[src/rtl/multicycle_controller.sv]
`default_nettype none
// ============================================================================
// multicycle_controller: FSM, decoder and condition logic for a multicycle ARM-subset core.
// Revision: 1.0
// ============================================================================
module multicycle_controller (
  input  logic        clk,
  input  logic        rst_n,
  input  logic [31:0] Instr,
  input  logic [3:0]  ALUFlags,
  output logic        PCWrite,
  output logic        IRWrite,
  output logic        RegWrite,
  output logic        MemWrite,
  output logic        AdrSrc,
  output logic        ALUSrcA,
  output logic [1:0]  ALUSrcB,
  output logic [1:0]  ResultSrc,
  output logic [1:0]  ALUControl,
  output logic [1:0]  ImmSrc,
  output logic [1:0]  RegSrc,
  output logic [3:0]  Flags,
  output logic [3:0]  State
);

  typedef enum logic [3:0] {
    S_FETCH  = 4'd0,
    S_DECODE = 4'd1,
    S_MEMADR = 4'd2,
    S_MEMRD  = 4'd3,
    S_MEMWB  = 4'd4,
    S_MEMWR  = 4'd5,
    S_EXECR  = 4'd6,
    S_EXECI  = 4'd7,
    S_ALUWB  = 4'd8,
    S_BRANCH = 4'd9
  } state_t;

  localparam logic [1:0] C_ALU_ADD = 2'b00;
  localparam logic [1:0] C_ALU_SUB = 2'b01;
  localparam logic [1:0] C_ALU_AND = 2'b10;
  localparam logic [1:0] C_ALU_ORR = 2'b11;

  state_t     state_q, state_d;
  logic [3:0] flags_q, flags_d;
  logic       condok_q, condok_d;

  logic [3:0] w_cond;
  logic [1:0] w_op;
  logic [5:0] w_funct;
  logic [3:0] w_rd;
  logic       w_rd_pc;
  logic [1:0] w_dp_alu;
  logic       w_dp_arith;
  logic       w_nowrite;
  logic       w_cond_met;
  logic       w_pcwrite, w_irwrite, w_regwrite, w_memwrite;
  logic       unused_instr;

  assign w_cond       = Instr[31:28];
  assign w_op         = Instr[27:26];
  assign w_funct      = Instr[25:20];
  assign w_rd         = Instr[15:12];
  assign w_rd_pc      = (w_rd == 4'd15);
  assign unused_instr = ^{Instr[19:16], Instr[11:0]};

  assign ImmSrc = w_op;
  assign RegSrc = {(w_op == 2'b01) && !w_funct[0], (w_op == 2'b10)};

  // NoWrite only applies to data-processing (CMP); memory ops reuse these Funct bits.
  always_comb begin
    w_dp_alu   = C_ALU_ADD;
    w_dp_arith = 1'b1;
    w_nowrite  = 1'b0;
    case (w_funct[4:1])
      4'b0100: w_dp_alu = C_ALU_ADD;
      4'b0010: w_dp_alu = C_ALU_SUB;
      4'b0000: begin w_dp_alu = C_ALU_AND; w_dp_arith = 1'b0; end
      4'b1100: begin w_dp_alu = C_ALU_ORR; w_dp_arith = 1'b0; end
      4'b1010: begin w_dp_alu = C_ALU_SUB; w_nowrite = (w_op == 2'b00); end
      default: w_dp_alu = C_ALU_ADD;
    endcase
  end

  always_comb begin
    w_cond_met = 1'b0;
    case (w_cond)
      4'b0000: w_cond_met = flags_q[2];
      4'b0001: w_cond_met = !flags_q[2];
      4'b0010: w_cond_met = flags_q[1];
      4'b0011: w_cond_met = !flags_q[1];
      4'b0100: w_cond_met = flags_q[3];
      4'b0101: w_cond_met = !flags_q[3];
      4'b0110: w_cond_met = flags_q[0];
      4'b0111: w_cond_met = !flags_q[0];
      4'b1000: w_cond_met = flags_q[1] && !flags_q[2];
      4'b1001: w_cond_met = !flags_q[1] || flags_q[2];
      4'b1010: w_cond_met = (flags_q[3] == flags_q[0]);
      4'b1011: w_cond_met = (flags_q[3] != flags_q[0]);
      4'b1100: w_cond_met = !flags_q[2] && (flags_q[3] == flags_q[0]);
      4'b1101: w_cond_met = flags_q[2] || (flags_q[3] != flags_q[0]);
      4'b1110: w_cond_met = 1'b1;
      default: w_cond_met = 1'b0;
    endcase
  end

  always_comb begin
    state_d = S_FETCH;
    case (state_q)
      S_FETCH:  state_d = S_DECODE;
      S_DECODE: begin
        case (w_op)
          2'b01:   state_d = S_MEMADR;
          2'b00:   state_d = w_funct[5] ? S_EXECI : S_EXECR;
          2'b10:   state_d = S_BRANCH;
          default: state_d = S_FETCH;
        endcase
      end
      S_MEMADR: state_d = w_funct[0] ? S_MEMRD : S_MEMWR;
      S_MEMRD:  state_d = S_MEMWB;
      S_EXECR,
      S_EXECI:  state_d = S_ALUWB;
      default:  state_d = S_FETCH;
    endcase
  end

  always_comb begin
    w_pcwrite  = 1'b0;
    w_irwrite  = 1'b0;
    w_regwrite = 1'b0;
    w_memwrite = 1'b0;
    AdrSrc     = 1'b0;
    ALUSrcA    = 1'b0;
    ALUSrcB    = 2'b00;
    ResultSrc  = 2'b00;
    ALUControl = C_ALU_ADD;
    case (state_q)
      S_FETCH: begin
        w_irwrite = 1'b1;
        w_pcwrite = 1'b1;
        ALUSrcA   = 1'b1;
        ALUSrcB   = 2'b10;
        ResultSrc = 2'b10;
      end
      S_DECODE: begin
        ALUSrcA   = 1'b1;
        ALUSrcB   = 2'b10;
        ResultSrc = 2'b10;
      end
      S_MEMADR: ALUSrcB = 2'b01;
      S_MEMRD:  AdrSrc  = 1'b1;
      S_MEMWB: begin
        ResultSrc  = 2'b01;
        w_regwrite = condok_q && !w_nowrite;
        w_pcwrite  = condok_q && w_rd_pc && !w_nowrite;
      end
      S_MEMWR: begin
        AdrSrc     = 1'b1;
        w_memwrite = condok_q;
      end
      S_EXECR:  ALUControl = w_dp_alu;
      S_EXECI: begin
        ALUSrcB    = 2'b01;
        ALUControl = w_dp_alu;
      end
      S_ALUWB: begin
        w_regwrite = condok_q && !w_nowrite;
        w_pcwrite  = condok_q && w_rd_pc && !w_nowrite;
      end
      S_BRANCH: begin
        ALUSrcB   = 2'b01;
        ResultSrc = 2'b10;
        w_pcwrite = condok_q;
      end
      default: ;
    endcase
  end

  // Write enables are held off for as long as reset is low, not just at the edge.
  assign PCWrite  = w_pcwrite  && rst_n;
  assign IRWrite  = w_irwrite  && rst_n;
  assign RegWrite = w_regwrite && rst_n;
  assign MemWrite = w_memwrite && rst_n;

  always_comb begin
    flags_d  = flags_q;
    condok_d = condok_q;
    if (state_q == S_DECODE) condok_d = w_cond_met;
    if (((state_q == S_EXECR) || (state_q == S_EXECI)) && condok_q && w_funct[0]) begin
      flags_d[3:2] = ALUFlags[3:2];
      if (w_dp_arith) flags_d[1:0] = ALUFlags[1:0];
    end
  end

  always_ff @(posedge clk) begin
    if (!rst_n) begin
      state_q  <= S_FETCH;
      flags_q  <= 4'b0000;
      condok_q <= 1'b0;
    end else begin
      state_q  <= state_d;
      flags_q  <= flags_d;
      condok_q <= condok_d;
    end
  end

  assign Flags = flags_q;
  assign State = state_q;

endmodule
`default_nettype wire

[config.mk]
export PLATFORM = sky130hd
export DESIGN_NAME = multicycle_controller
export DESIGN_NICKNAME = d
export VERILOG_FILES = /design/src/rtl/multicycle_controller.sv
export SDC_FILE = /design/constraint.sdc
export NUM_CORES = 1
export LEC_CHECK = 0
export CAP_MARGIN = 20
export CORE_MARGIN = 5
export CORE_UTILIZATION = 35
export DETAILED_ROUTE_END_ITERATION = 8
export GPL_ROUTABILITY_DRIVEN = 1
export GPL_TIMING_DRIVEN = 0
export PLACE_DENSITY = 0.81
export SLEW_MARGIN = 0
export SYNTH_ARGS = -nofsm -noshare
export SYNTH_HDL_FRONTEND = slang
export SYNTH_SLANG_ARGS = --single-unit
export TNS_END_PERCENT = 100
[constraint.sdc]
create_clock -name clk -period 2.2 [get_ports clk]
set_input_delay 0.44 -clock clk [delete_from_list [all_inputs] [get_ports clk]]
set_output_delay 0.44 -clock clk [all_outputs]
set_load 0.03 [all_outputs]
[Word level (Yosys, flattened, before mapping)]
Index checks and enable logic that the tools add are counted.
Operators by class
  equality and inequality tests: 31
  mux-type cells: 16
  bitwise gates (word level): 1
  reduce and logical (&&, ||, !) cells: 34
Operator list (number)
  $eq A4 B4 Y1 const B: 12
  $eq A4 B3 Y1 const B: 8
  $eq A4 B2 Y1 const B: 5
  $pmux W4 S5: 1
  $pmux W1 S15: 1
  $logic_and A1 B1 Y1: 12
  $logic_not A4 Y1: 3
  $pmux W4 S3: 1
  $reduce_or A2 Y1: 6
  $eq A4 B1 Y1 const B: 2
  $pmux W2 S2: 2
  $mux W1: 7
  $logic_not A1 Y1: 6
  $pmux W2 S3: 1
  $reduce_or A3 Y1: 2
  $logic_or A1 B1 Y1: 3
  $mux W3: 1
  $pmux W1 S3: 1
  $eq A2 B1 Y1 const B: 1
  $eq A2 B2 Y1 const B: 1
  $logic_not A2 Y1: 1
  $mux W2: 1
  $reduce_and A2 Y1: 1
  $eq A1 B1 Y1: 1
  other kinds (2): 2
Storage, ports and cells
  flip-flop bits (word level): 9
  input bits: 38
  output and inout bits: 24
  word-level logic and storage cells: 86

[Longest topological paths before layout]
Gate-level depths: netlist of run 1.
  depth after elaboration: 6
  depth in mapped cells: 6
  mapped depth without buffers: 5

[Worst setup path after synthesis of run 1]
OpenSTA, ideal clock, no wires.
  path kind: register to output
  from: register state_q[1], in the netlist State[1]
  to: output IRWrite
  data arrival time: 1.816 ns
  data required time: 1.760 ns
  path slack: -0.056 ns
  cell stages (with the launch flop): 4
  buffers on the path: 1
  cell sequence: dfxtp_1 clkbuf_1 nor3_1 and3_1
Between the ends
  word-level cells in the longest chain between the ends: 3
RTL lines
  start, declared: RTL line 44  | state_t state_q, state_d;
  start signal, assigned: RTL line 201  | state_q <= state_d;
  $logic_not A4 Y1: RTL line 137  | case (state_q)
  $mux W1: RTL line 137
  $logic_and A1 B1 Y1: RTL line 181  | assign IRWrite = w_irwrite && rst_n;
  end, declared: RTL line 12  | output logic IRWrite,
No other way between the ends.

[Worst setup path after layout of run 1]
  from: input Instr[27]
  to: output RegSrc[0]
Between the ends
  word-level cells in the longest chain between the ends: 1
RTL lines
  start, declared: RTL line 9  | input logic [31:0] Instr,
  $eq A2 B2 Y1: RTL line 68  | assign RegSrc = {(w_op == 2'b01) && !w_funct[0], (w_op == 2'b10)};
  end, declared: RTL line 21  | output logic [1:0] RegSrc,
No other way between the ends.

==> results of run 1 <==
## flip-flops by register name, indices dropped and copies added (netlist names)
signal and flops:
Flags 4, State 4, condok_q 1
## cells in the final DEF (no fill, tap or decap), drive strengths merged, types with 5 or more instances in the layout
cell           count
nor2              14
nor3               9
buf               13
nand3              5
clkdlybuf4s50     24
mux2i              7
nand2              7
clkbuf             9
dfxtp              9
o21ai              7
dlygate4sd2        8
nor2b              9
## worst paths after layout
kind                          from  depth (start not counted)                    end  slack, ps
min reg2reg  Flags[1]$_SDFFE_PN0P_                          2  Flags[1]$_SDFFE_PN0P_        570
max reg2reg  Flags[0]$_SDFFE_PN0P_                          6  condok_q$_SDFFE_PN0P_        650
min          Flags[1]$_SDFFE_PN0P_                          2  Flags[1]$_SDFFE_PN0P_        570
max                      Instr[27]                          3              RegSrc[0]         90
## area by class of cell
type | instances | area, um2
Buffer | 12 | 87.6
Timing Repair Buffer | 42 | 393
Tap cell | 28 | 35.0
Multi-Input combinational cell | 94 | 613
Sequential cell | 9 | 183
Clock buffer | 4 | 26.3
Inverter | 2 | 7.51
Fill cell | 233 | 910
## logic make-up (layout without fill, tap and decap cells)
group | count (synthesis) | after routing | synth area share
flops | 9 | 9 | 0.213
simple gates | 60 | 60 | 0.380
buf+inv | 15 | 60 | 0.101
compound gates | 22 | 22 | 0.163
xor+xnor | 5 | 5 | 0.0607
mux | 7 | 7 | 0.0828
## power by group
group / switching, uW / total [uW] / internal, uW
combinational: 127 / 230 / 103
sequential: 10.1 / 181 / 171
clock: 58.1 / 128 / 69.9
## worst max-delay path: stages
cell             delay, ps
dlygate4sd2_1          300
nor2b_1                220
clkdlybuf4s50_1        700
## Yosys cell counts, drive strengths merged, types with 3 or more instances
| cell | number | area share |
|---|---|---|
| dfxtp | 9 | 0.21 |
| clkbuf | 4 | 0.019 |
| a31oi | 3 | 0.022 |
| buf | 9 | 0.072 |
| nand4 | 3 | 0.022 |
| xnor2 | 3 | 0.040 |
| a21oi | 3 | 0.018 |
| nand3 | 5 | 0.030 |
| nand2 | 7 | 0.031 |
| mux2i | 7 | 0.083 |
| nor2b | 9 | 0.067 |
| o21ai | 7 | 0.041 |
| nand2b | 3 | 0.022 |
| and3 | 3 | 0.022 |
| nor3 | 9 | 0.053 |
| nor2 | 14 | 0.062 |
## routing by layer
layer | vias to the layer above | track usage | wire [um]
met5 | - | 0 | 0
met4 | 0 | 0.0809 | 29
met3 | 3 | 0.0283 | 217
met2 | 40 | 0.260 | 1340
met1 | 491 | 0.171 | 1100
li1 | 508 | - | -
## stage by stage
stage          TNS, ps  setup slack, ps  power, uW  utilization  std cells
2_1_floorplan    -25.6            -13.7        315            -        118
3_3_place_gp     -2480             -493        412        0.579        188
3_5_place_dp     -2550             -492        417        0.579        188
4_1_cts          -32.9            -32.9        538        0.582        191
5_1_grt          -1.75            -1.75        568        0.597        191
6_report             0             92.5        539        0.597        191
## timing repair
action,in CTS,in global routing
resized for setup,33,23
setup endpoints to repair,15,7
hold endpoints to repair,0,0
pin swaps,1,3
==> metrics.cfg, run 1 <==
[sta]
fin_crit_ps=2110
setup_viol=0
drv_slew=0
hold_slack_ps=569
clock.fmax_ghz=0.475
final_hold_viol_count=0
fin_crit_sh=0.958
skew_ps=4.98
maxSlewHeadroom=0.739
worstMarginPinSlew_ps=388

[flow_run]
drv_cap=0

[yosys]
synth-main-ff-cell=dfxtp_1
synth_cells=118
synth-edff-count=0
syn_area_um2=846
synth_nets=156
yosys_warnings=0
ys_types=36
ys_seq_area_frac=0.213
async_flop_share=0
synth-seq-cells=9
synth_area_per_cell_um2=7.17

[final_layout]
n_antenna_cell=0
design_area_mm2=0.00135
syn_to_final_growth_pct=59.0
final_nets=202
layout-drive-gt1-share=0.190

[cts]
clock-sinks=9
cts_tree=built
cts_htree_levels=1
worstSkewPairLatency_ps=260
cts_buffer_depth=2
cts_made_buffers=3
clk_pin_slew_ps=60
post_cts_buffers=0
cts_hold_buf=0
cts-root-buf=clkbuf_4

[power]
leakagePower_uw=0.000569
p_per_area_mw_per_mm2=401
ir_drop_mv=0.283

[routing]
final_antenna_net_count=0
first_iter_violations=19
vias=1042
firstDrtPassIters=4
drc=0
vias_per_cell=5.46
wl_per_cell_um=14.0
totalWireLength_um=2680

[die]
rows=17
coreArea_mm2=0.00225
design.die.area_mm2=0.00350
io_pins=62
die_h_um=59.2
initial_core_util=0.375
die_w_um=59.2

[global_routing]
grt_pass1_wl_um=4130
grt_max_degree=11
grt_pass1_vias=958
grt_overflow=0
antenna_found_initial=0
track_usage=0.150

[setup_path]
end_kind=primary output
critPathKind=primary input to primary output
critPathArrivalTime_ps=1670
cp_max_fo=6
cp.required_ps=1760
start_kind=primary input

[placed_design]
gp_congestion=0.835
portBuffers=42
place_hpwl_um=2120
place_area_mm2=0.00131

[run_status]
status=completed

[hold_path]
hp-class=register to register

(Power assumes the default switching activity.)
==> run 2, diff against run 1 <==
Settings changed: CAP_MARGIN 20 to 40, PLACE_DENSITY 0.81 to 0.82.
==> run 2 against run 1 <==
  * The flow now finishes with violations (setup timing)
  * Largest cell class unchanged
  * Hold slack worse by 18 ps
  * Wire length down 3.2%
  * Cell area down 2.4%
  * Clock power about the same
  * Total power down 0.16%
  * Clock-buffer cell count down 1
  * Cell count unchanged
  * Combinational power about the same
  * Die area unchanged
  * Sequential power about the same
  * Highest routed layer unchanged
  * Global-route usage down 0.71 points
==> metrics.cfg, run 2 (synthesis gave the netlist of run 1 again) <==
[final_layout]
fill_cells=230
syn_to_final_growth_pct=55.2
multiInputGateArea_um2=601
layout-drive-gt1-share=0.184
final_cell_mix=clkdlybuf4s50_1, nor2_1, nor2b_1
n_antenna_cell=0
mostFrequentLayoutCell=clkdlybuf4s50_1
seq_area_um2=181
final_nets=202

[sta]
rsz0062_at_grt=true
setup_slack_ps=-4.07
drv_slew=0
maxSlewHeadroom=0.733
clock.fmax_ghz=0.454
fin_crit_sh=1.00
skew_ps=1.93
setup_viol=1
fin_crit_ps=2200
worstMarginPinSlew_ps=397
final_hold_viol_count=0

[global_routing]
grt_overflow=0
grt_pass1_vias=926
busiest_layer=met2
grt_max_degree=11
met3_usage=0.0196
antenna_found_initial=0
track_usage=0.142
grt_pass1_wl_um=4010
grt_use_met2=0.244
met1_usage=0.174

[die]
rows=17
initial_core_util=0.375
die_w_um=59.2
design.die.area_mm2=0.00350
die_h_um=59.2
coreArea_mm2=0.00225
io_pins=62

[placed_design]
place_hpwl_um=2090
gp_congestion=0.836
portBuffers=42
pre_cts_ws_ps=-493

[routing]
totalWireLength_um=2600
first_iter_violations=30
firstDrtPassIters=4
drc=0
vias=1009
vias_per_cell=5.28
final_antenna_net_count=0
wl_per_cell_um=13.6

[cts]
post_cts_buffers=0
cts_made_buffers=3
cts_htree_levels=1
worstSkewPairLatency_ps=260
clk_pin_slew_ps=70
cts_tree=built
cts-root-buf=clkbuf_4
cts_buffer_depth=2
clock-sinks=9

[hold_path]
hp-start=Instr[30]
hp-class=primary input to register

[setup_path]
cp_max_fo=5
start_kind=primary input
critPathArrivalTime_ps=1760
r2r-start=State[2]$_SDFF_PN0_
worstSetupStartpoint=Instr[26]
end_kind=primary output
cp.required_ps=1760
critPathKind=primary input to primary output
r2r_setup_slack_ps=680

[flow_run]
drv_cap=0

[power]
p_total_uw=538
p_per_area_mw_per_mm2=410
leakagePower_uw=0.000532
ir_drop_mv=0.374

[run_status]
status=finished with violations
violations=setup timing

[run 2: cell types whose count changed in the layout (fill, tap and decap cells not counted), sizes merged]
cell,before,now
clkinv,0,1
dlymetal6s2s,4,0
clkdlybuf4s50,24,27
[run 2: worst max-delay path, stage by stage]
cell             delay, ps
clkdlybuf4s50_1        480
nor2_2                 160
nand4_1                100
and3_1                 180
a32oi_1                180
nor2b_1                 70
buf_4                  170
[run 2: power by group]
group	internal (uW)	total [uW]	leakage, uW	switching (uW)
clock network	67.2	131	0.0000177	63.7
registers	171	180	0.0000737	9.23
logic	101	227	0.000440	127
total	339	538	0.000532	199
[run 2: path summary, 6_finish.rpt]
check,endpoint,cells after the start
max,PCWrite,7
min reg2reg,Flags[1]$_SDFFE_PN0P_,2
max reg2reg,Flags[0]$_SDFFE_PN0P_,6
min,condok_q$_SDFFE_PN0P_,3
[run 2: metal layers]
metal | wire length, um | vias up
met5 | 0 | -
met3 | 206 | 2
li1 | - | 510
met1 | 1100 | 461
met4 | 20 | 0
met2 | 1270 | 36
[run 2: area by class of cell]
class | count | share of cell area
clock inverters | 1 | 0.00381
plain buffers | 12 | 0.0591
multi-input cells | 94 | 0.458
inverters | 2 | 0.00572
repair buffers | 42 | 0.292
well taps | 28 | 0.0267
clock buffers | 3 | 0.0172
flip-flops and latches | 9 | 0.138
[run 2: through the flow]
stage	utilization	TNS, ps	hold slack [ps]	instance area (um2)	cells
6_report	0.582	-4.07	550	1310	191
5_1_grt	0.582	-125	582	1310	191
4_1_cts	0.582	-13.0	537	1310	191
3_5_place_dp	0.579	-2500	558	1310	188
3_3_place_gp	0.579	-2480	557	1310	188
2_1_floorplan	-	-25.6	569	851	118
[run 2: repair_timing]
action,4_1_cts,5_1_grt
setup endpoints to repair,14,7
pin swaps,1,1
cloned,0,0
gates resized for setup,34,12
hold buffers,0,0
